**src/rtl/cacheline_pkg.sv**
```systemverilog
// Shared types and geometry for the L2-to-memory cache line adaptor.
// Beat 0 of a line occupies bits [BURST_W-1:0].
package cacheline_pkg;

   localparam int unsigned LINE_W     = 256;
   localparam int unsigned BURST_W    = 64;
   localparam int unsigned BEATS      = LINE_W / BURST_W;
   localparam int unsigned OFFSET_W   = 5;
   localparam int unsigned BEAT_IDX_W = $clog2(BEATS);

   localparam logic [31:0]           ADDR_MASK = ~((32'd1 << OFFSET_W) - 32'd1);
   localparam logic [BEAT_IDX_W-1:0] LAST_BEAT = BEAT_IDX_W'(BEATS - 1);

   typedef logic [LINE_W-1:0]              line_t;
   typedef logic [BURST_W-1:0]             burst_t;
   typedef logic [BEATS-1:0][BURST_W-1:0]  beats_t;

   typedef enum logic [1:0] {
      IDLE     = 2'd0,
      RD_BURST = 2'd1,
      WR_BURST = 2'd2,
      DONE     = 2'd3
   } adaptor_state_t;

endpackage

```
**src/rtl/cacheline_adaptor_if.sv**
```systemverilog
// L2-side and memory-side signals of the cache line adaptor.
// The slave modport is the adaptor's view; master is the environment's view.
interface cacheline_adaptor_if;
   import cacheline_pkg::*;

   line_t       line_i;
   line_t       line_o;
   logic [31:0] address_i;
   logic        read_i;
   logic        write_i;
   logic        resp_o;

   burst_t      burst_i;
   burst_t      burst_o;
   logic [31:0] address_o;
   logic        read_o;
   logic        write_o;
   logic        resp_i;

   modport slave (
      input  line_i, address_i, read_i, write_i, burst_i, resp_i,
      output line_o, resp_o, burst_o, address_o, read_o, write_o
   );

   modport master (
      output line_i, address_i, read_i, write_i, burst_i, resp_i,
      input  line_o, resp_o, burst_o, address_o, read_o, write_o
   );

endinterface

```
**src/rtl/sat_counter.sv**
```systemverilog
// CNT_W-wide event counter that sticks at all-ones instead of wrapping.
module sat_counter #(
   parameter int unsigned CNT_W = 32
) (
   input  logic             clk,
   input  logic             rst,
   input  logic             i_inc,
   output logic [CNT_W-1:0] o_count
);

   logic [CNT_W-1:0] r_count;

   always_ff @(posedge clk or negedge rst) begin
      if (!rst) begin
         r_count <= '0;
      end else if (i_inc && (r_count != '1)) begin
         r_count <= r_count + 1'b1;
      end
   end

   assign o_count = r_count;

endmodule

```
**src/rtl/cacheline_adaptor.sv**
```systemverilog
// Splits one L2 line fill or writeback into BEATS memory bursts, one transaction at a time.
// Memory-side outputs derive only from registered state.
module cacheline_adaptor
   import cacheline_pkg::*;
#(
   parameter int unsigned CNT_W = 32
) (
   input  logic                clk,
   input  logic                rst,
   cacheline_adaptor_if.slave  bus,
   output logic [CNT_W-1:0]    rd_count,
   output logic [CNT_W-1:0]    wr_count
);

   adaptor_state_t          r_state;
   adaptor_state_t          w_state_d;
   logic [BEAT_IDX_W-1:0]   r_cnt;
   logic [31:0]             r_addr;
   beats_t                  r_wline;
   beats_t                  r_rline;
   logic                    r_op_wr;

   logic                    w_in_burst;
   logic                    w_beat_go;
   logic                    w_beat_last;
   logic [31:0]             w_addr_aligned;
   logic                    w_rd_inc;
   logic                    w_wr_inc;

   assign w_in_burst     = (r_state == RD_BURST) || (r_state == WR_BURST);
   assign w_beat_go      = w_in_burst && bus.resp_i;
   assign w_beat_last    = w_beat_go && (r_cnt == LAST_BEAT);
   assign w_addr_aligned = bus.address_i & ADDR_MASK;

   always_comb begin
      w_state_d = r_state;
      unique case (r_state)
         IDLE: begin
            // write wins if both requests arrive together
            if (bus.write_i) begin
               w_state_d = WR_BURST;
            end else if (bus.read_i) begin
               w_state_d = RD_BURST;
            end
         end
         RD_BURST, WR_BURST: begin
            if (w_beat_last) begin
               w_state_d = DONE;
            end
         end
         DONE:    w_state_d = IDLE;
         default: w_state_d = IDLE;
      endcase
   end

   always_ff @(posedge clk or negedge rst) begin
      if (!rst) begin
         r_state <= IDLE;
         r_cnt   <= '0;
         r_addr  <= '0;
         r_wline <= '0;
         r_rline <= '0;
         r_op_wr <= 1'b0;
      end else begin
         r_state <= w_state_d;
         if (r_state == IDLE) begin
            if (bus.write_i) begin
               r_addr  <= w_addr_aligned;
               r_wline <= bus.line_i;
               r_op_wr <= 1'b1;
            end else if (bus.read_i) begin
               r_addr  <= w_addr_aligned;
               r_op_wr <= 1'b0;
            end
         end
         if (w_beat_go) begin
            r_cnt <= w_beat_last ? '0 : r_cnt + 1'b1;
            if (r_state == RD_BURST) begin
               r_rline[r_cnt] <= bus.burst_i;
            end
         end
      end
   end

   assign bus.read_o    = (r_state == RD_BURST);
   assign bus.write_o   = (r_state == WR_BURST);
   assign bus.resp_o    = (r_state == DONE);
   assign bus.address_o = r_addr;
   assign bus.burst_o   = (r_state == WR_BURST) ? r_wline[r_cnt] : '0;
   assign bus.line_o    = r_rline;

   assign w_rd_inc = (r_state == DONE) && !r_op_wr;
   assign w_wr_inc = (r_state == DONE) &&  r_op_wr;

   sat_counter #(
      .CNT_W (CNT_W)
   ) u_rd_count (
      .clk     (clk),
      .rst     (rst),
      .i_inc   (w_rd_inc),
      .o_count (rd_count)
   );

   sat_counter #(
      .CNT_W (CNT_W)
   ) u_wr_count (
      .clk     (clk),
      .rst     (rst),
      .i_inc   (w_wr_inc),
      .o_count (wr_count)
   );

endmodule

```
**src/flat_wrapper.sv**
```systemverilog
// flat-port wrapper written by rule: the top's interface ports become plain ports
module cacheline_adaptor_flat import cacheline_pkg::*;
#(
   parameter int unsigned CNT_W = 32
)
  (clk, rst, rd_count, wr_count, bus_line_i, bus_address_i, bus_read_i, bus_write_i, bus_burst_i, bus_resp_i, bus_line_o, bus_resp_o, bus_burst_o, bus_address_o, bus_read_o, bus_write_o);
  cacheline_adaptor_if bus_i ();
  input  logic clk;
  input  logic rst;
  output logic [CNT_W-1:0] rd_count;
  output logic [CNT_W-1:0] wr_count;
  input wire logic [$bits(bus_i.line_i)-1:0] bus_line_i;
  input wire logic [$bits(bus_i.address_i)-1:0] bus_address_i;
  input wire logic [$bits(bus_i.read_i)-1:0] bus_read_i;
  input wire logic [$bits(bus_i.write_i)-1:0] bus_write_i;
  input wire logic [$bits(bus_i.burst_i)-1:0] bus_burst_i;
  input wire logic [$bits(bus_i.resp_i)-1:0] bus_resp_i;
  output wire logic [$bits(bus_i.line_o)-1:0] bus_line_o;
  output wire logic [$bits(bus_i.resp_o)-1:0] bus_resp_o;
  output wire logic [$bits(bus_i.burst_o)-1:0] bus_burst_o;
  output wire logic [$bits(bus_i.address_o)-1:0] bus_address_o;
  output wire logic [$bits(bus_i.read_o)-1:0] bus_read_o;
  output wire logic [$bits(bus_i.write_o)-1:0] bus_write_o;
  assign bus_i.line_i = bus_line_i;
  assign bus_i.address_i = bus_address_i;
  assign bus_i.read_i = bus_read_i;
  assign bus_i.write_i = bus_write_i;
  assign bus_i.burst_i = bus_burst_i;
  assign bus_i.resp_i = bus_resp_i;
  assign bus_line_o = bus_i.line_o;
  assign bus_resp_o = bus_i.resp_o;
  assign bus_burst_o = bus_i.burst_o;
  assign bus_address_o = bus_i.address_o;
  assign bus_read_o = bus_i.read_o;
  assign bus_write_o = bus_i.write_o;
  cacheline_adaptor #(.CNT_W(CNT_W)) u_core (.clk(clk), .rst(rst), .bus(bus_i), .rd_count(rd_count), .wr_count(wr_count));
endmodule
```
**config.mk**
```make
export PLATFORM = sky130hd
export DESIGN_NAME = cacheline_adaptor_flat
export DESIGN_NICKNAME = d
export VERILOG_FILES = /design/src/rtl/cacheline_pkg.sv /design/src/rtl/cacheline_adaptor_if.sv /design/src/rtl/sat_counter.sv /design/src/rtl/cacheline_adaptor.sv /design/src/flat_wrapper.sv
export SDC_FILE = /design/constraint.sdc
export NUM_CORES = 1
export LEC_CHECK = 0
export CORE_AREA = 2 2 305 307
export DETAILED_ROUTE_END_ITERATION = 8
export DIE_AREA = 0 0 307 309
export HOLD_SLACK_MARGIN = 0.08
export SKIP_CTS_REPAIR_TIMING = 1
export SYNTH_ARGS = -nofsm -noshare
export SYNTH_HDL_FRONTEND = slang
export SYNTH_SLANG_ARGS = --single-unit
```
**constraint.sdc**
```tcl
create_clock -name clk -period 3.1 [get_ports clk]
set_input_delay 0.775 -clock clk [delete_from_list [all_inputs] [get_ports clk]]
set_output_delay 0.775 -clock clk [all_outputs]
set_load 0.005 [all_outputs]
```
-- Word-level counts from Yosys, hierarchy flattened
Cells that the tools add are included.
W data, S select, Z words.
- bits of input ports: 357
- flip-flop bits (word level): 613
- output and inout port bits: 419
- word-level logic and storage cells: 58
- $add $sub $neg: 3
- reduce and logical (&&, ||, !) cells: 16
- muxes and demuxes: 15
- magnitude comparators: 2
- equality and inequality tests: 8
- operator list (cell ; number):
    $bwmux W256 ; 1
    $mux W64 ; 3
    $bmux W64 S2 ; 1
    $demux W64 S2 ; 1
    $add A32 B1 Y32 const B ; 2
    $mux W32 ; 2
    $ne A32 B32 Y1 const B ; 2
    $mux W2 ; 4
    $reduce_and A2 Y1 ; 4
    $logic_and A1 B1 Y1 ; 7
    $eq A2 B2 Y1 const B ; 3
    $pmux W2 S3 ; 1
    $lt A2 B3 Y1 const B ; 1
    $ne A3 B3 Y1 const B ; 1
    $add A2 B1 Y2 const B ; 1
    $eq A2 B1 Y1 const B ; 1
    $ge A2 B1 Y1 const B ; 1
    $logic_not A2 Y1 ; 1
    $mux W1 ; 2
    $ne A2 B1 Y1 const B ; 1
    $reduce_bool A2 Y1 ; 1
    $reduce_or A2 Y1 ; 1
    $logic_not A1 Y1 ; 1
    $logic_or A1 B1 Y1 ; 1

-- Logic depth before layout (Yosys ltp)
- word-level depth: 6
- gate-level depth with buffers: 8
- mapped depth without buffers: 6

-- By module
From an unflattened synthesis, not the netlist that was laid out.
- cell total of the unflattened synthesis: 1632
- area, all modules: 25841.0 um^2
- by module, submodules not included (module ; instances ; sequential area each (um^2) ; cells an instance ; area each (um^2)):
    cacheline_adaptor ; 1 ; 13613.1 ; 1330 ; 22592.9
    sat_counter ; 2 ; 800.8 ; 151 ; 1624.1

-- Worst setup path before layout
No wires, ideal clock.
- path type: register to output
- start: register u_core.r_cnt[0]
- end: output bus_burst_o[36]
- arrival: 1.756 ns
- data required time: 2.325 ns
- cell stages (with the launch flop): 6
- buffers on the path: 3
- setup slack: 0.569 ns
- cell sequence: dfrtp_1 > clkbuf_1 > buf_2 > buf_2 > mux4_2 > and2_1
- cells in the longest elaborated chain, start to end: 3
- RTL lines (element ; line ; source):
    from (decl) ; cacheline_adaptor.sv:17 ; logic [BEAT_IDX_W-1:0] r_cnt;
    from (signal assigned) ; cacheline_adaptor.sv:77 ; r_cnt <= w_beat_last ? '0 : r_cnt + 1'b1;
    $bmux W64 S2 ; cacheline_adaptor.sv:89 ; assign bus.burst_o = (r_state == WR_BURST) ? r_wline[r_cnt] : '0;
    $mux W64 (not written as such) ; cacheline_adaptor.sv:89 ;
    $mux W64 ; cacheline_adaptor.sv:89 ;
    to (decl) ; flat_wrapper.sv:20 ; output wire logic [$bits(bus_i.burst_o)-1:0] bus_burst_o;
No other way between the ends. The select of a mux whose other input is x is not followed.

-- Worst setup path in the final report
- start: register u_core.r_cnt[0]
- end: output bus_burst_o[14]
Same word-level chain as after synthesis.

==> results.json <==
{
  "clockBufferDepth": 3,
  "cts_root_buffer": "clkbuf_16",
  "firstDrtPassIters": 4,
  "syn_inst": 1616,
  "wirelength_um": 80500,
  "rows": 111,
  "htree_num_levels": 3,
  "power.share.clock_pct": 22.8,
  "fin_ws_ps": -92.5,
  "p_leak_nw": 16.1,
  "post_drt_wl_per_cell_um": 21.7,
  "hp-class": "reg -> reg",
  "rsz0062_at_grt": "yes",
  "maxSlewHeadroom_pct": 61.2,
  "worst-path-stages": 7,
  "crit_end": "bus_burst_o[14]",
  "skew_ps": 17.3,
  "ys_ff_latch": 608,
  "vias": 16800,
  "crit_buf_inv": 5,
  "yosysUniqueCellTypes": 44,
  "dpl.cell_count": 3535,
  "initial_core_util_pct": 27.5,
  "grt.busiest_layer": "met2",
  "p_total_mw": 37.7,
  "dieArea_um2": 94900,
  "regToRegSetupSlack_ps": 670,
  "grt_usage_pct": 16.2,
  "use_met2_pct": 28.7,
  "remaining_drc_errors": 0,
  "finalCriticalPeriod_ps": 3190,
  "drive_gt1_share_pct": 37.2,
  "yosysWarnings": 0,
  "io_buffers": 765,
  "setup_violations": 36,
  "dieHeight_um": 309,
  "yosysSeqAreaShare_pct": 60.6,
  "place_hpwl_um": 58900,
  "clock_latency_ps": 630,
  "syn_avg_cell_area_um2": 15.5,
  "reg2reg_depth": 6,
  "p_int_mw": 26.8,
  "fin_hold_ws_ps": 496,
  "path_class": "reg -> out",
  "area_delta_synth_final_pct": 49.9,
  "layout_commonest_cell": "clkdlybuf4s50_1",
  "fmax_mhz": 313,
  "cts.sinks": 608,
  "r2r-start": "u_core.r_state[1]$_DFFE_PN0P_",
  "fillers": 8468,
  "crit_arrival_ps": 2420,
  "io_pins": 776,
  "end_kind": "output port",
  "cts_tree": "yes",
  "status": "complete, but fails checks",
  "tightest_slew_ps": 577,
  "cp_max_fo": 5,
  "first_global_vias": 18200,
  "power.density_nw_per_um2": 1000,
  "drt_iter0_drc": 625,
  "violations": "negative setup slack",
  "critPathSlowestCell": "dfrtp_4",
  "use_met1_pct": 17.8,
  "routabilityCongestion": 0.822,
  "ant_nets": 0,
  "max_cap_viol_count": 0,
  "crit_start": "u_core.r_cnt[0]$_DFFE_PN0P_",
  "grt_use_met3_pct": 5.91,
  "numCtsBuffers": 73,
  "synth.cell_area_um2": 25100,
  "p_switching_mw": 10.9,
  "fp.coreArea_um2": 91400,
  "final_cell_mix": "clkdlybuf4s50_1 (700), dfrtp_1 (606), mux2_2 (542)",
  "crit_chain": "buf_12, buf_12, clkbuf_16, buf_4, mux4_2, and2_1, buf_2",
  "clk_transition_reported_paths_ps": 60,
  "reg2reg_to": "u_core.u_rd_count.o_count[14]$_DFFE_PN0P_",
  "critPathMaxStageDelay_ps": 490,
  "hold_violations": 0,
  "tns_ps": -1460,
  "swShare_pct": 28.8,
  "period_share_pct": 103,
  "critPathRequiredTime_ps": 2320,
  "critPathLaunchType": "flip-flop",
  "power.share.sequential_pct": 35.9,
  "die_w_um": 307,
  "slew_violations": 0,
  "irDropWorstVdd_mv": 0.575,
  "crit_family": "buffers and inverters",
  "antenna_found_initial": 18,
  "combPwrFrac_pct": 41.2,
  "vias_per_cell": 4.53,
  "grt_max_degree": 85,
  "final_cells": 3709,
  "grt-ovfl-total": 0,
  "crit_path_frequent_cell": "buf_12",
  "layout.nets": 2825,
  "grt_pass1_wl_um": 116000
}
==> sequential cells by signal, summed over array words and instances (netlist names) <==
signal	cells
u_core.bus.line_o	256
u_core.r_wline	256
u_core.u_rd_count.o_count	32
u_core.u_wr_count.o_count	32
u_core.bus.address_o	27
u_core.r_cnt	2
u_core.r_state	2
u_core.r_op_wr	1
==> final cells by class <==
class | instances | area [um2] | share of cell area, %
Antenna cell | 9 | 22.5 | 0.0598
Clock buffer | 108 | 2160 | 5.74
Clock inverter | 23 | 263 | 0.698
Inverter | 16 | 60.1 | 0.159
Multi-Input combinational cell | 908 | 9710 | 25.8
Sequential cell | 608 | 15200 | 40.4
Tap cell | 1186 | 1480 | 3.94
Timing Repair Buffer | 851 | 8740 | 23.2
==> synth_stat cells <==
master,instances,area (um2)
clkbuf_1,67,251
conb_1,1,3.75
buf_4,5,37.5
a31oi_1,5,31.3
xor2_1,14,123
o211ai_1,1,7.51
a21o_1,2,15.0
a41oi_1,1,8.76
or2b_2,1,8.76
or4_4,2,22.5
nand3_2,1,10.0
nand2_1,30,113
a21oi_1,4,20.0
a211o_1,1,8.76
or3_1,6,37.5
nand3_1,24,120
nor2_1,22,82.6
dfrtp_1,608,15200
a22oi_1,1,7.51
nor2b_1,1,6.26
a211oi_1,1,7.51
and4_1,3,26.3
buf_2,8,40.0
nor4b_1,2,17.5
mux4_2,64,1440
inv_1,16,60.1
nor4_1,6,37.5
xnor2_1,44,385
and3_1,11,68.8
nor3b_1,1,7.51
nor3_1,7,35.0
nand2b_1,2,12.5
nand4_1,23,144
and2_1,64,400
mux2_2,542,6100
buf_1,8,30.0
o21ai_0,1,5.00
nor2_2,1,6.26
nor4_2,1,12.5
o221ai_1,1,8.76
ha_1,10,125
o31ai_1,1,7.51
mux2i_1,1,10.0
o21ai_1,1,5.00
==> stage by stage <==
stage,cell area (um2),utilization (%),worst slack [ps]
global placement,34700,38.0,219
CTS,37100,40.6,-506
global route,37700,41.2,-205
floorplan,25100,-,569
detailed placement,34700,38.0,208
finish,37700,41.2,-92.5
==> logic make-up after synthesis <==
| kind of cell | after synthesis | share of synthesized area [%] |
|---|---|---|
| flops | 608 | 60.6 |
| mux | 607 | 30.1 |
| simple gates | 208 | 4.65 |
| buf+inv | 104 | 1.67 |
| xor+xnor | 58 | 2.02 |
| compound gates | 20 | 0.528 |
| fa+ha+maj | 10 | 0.498 |
| other cells | 1 | 0.0149 |
==> worst min path at each step <==
stage	start	endpoint	slack, ps	depth (start not counted)
floorplan	u_core.r_wline[128]$_DFFE_PN0P_	u_core.r_wline[128]$_DFFE_PN0P_	470	1
CTS	rst	u_core.bus.line_o[97]$_DFFE_PN0P_	50	1
detailed placement	u_core.r_wline[186]$_DFFE_PN0P_	u_core.r_wline[186]$_DFFE_PN0P_	490	1
finish	u_core.r_wline[176]$_DFFE_PN0P_	u_core.r_wline[176]$_DFFE_PN0P_	500	1
global route	u_core.r_wline[199]$_DFFE_PN0P_	u_core.r_wline[199]$_DFFE_PN0P_	510	1
global placement	u_core.r_wline[84]$_DFFE_PN0P_	u_core.r_wline[84]$_DFFE_PN0P_	480	1
==> power by group through the flow <==
stage	Sequential [mW]	Combinational (mW)	Clock [mW]
after detailed placement	13.8	14.7	0
after global placement	13.6	14.4	0
after CTS	13.7	14.8	8.85
after floorplan	13.2	6.68	0
after global routing	14.0	16.6	9.18
final	13.5	15.5	8.60
==> worst register-to-register path: cells and delay by family (launching register included) <==
family / cells / cell delay, ps
flops: 1 / 400
xor+xnor: 1 / 140
compound gates: 1 / 350
simple gates: 3 / 930
fa+ha+maj: 1 / 490
==> metal layers <==
metal  up-vias  wire length, um
li1       7505                -
met2       540            41800
met4         8             2540
met5         -               53
met1      8617            30000
met3       134             6130
(Power assumes the default switching activity.)
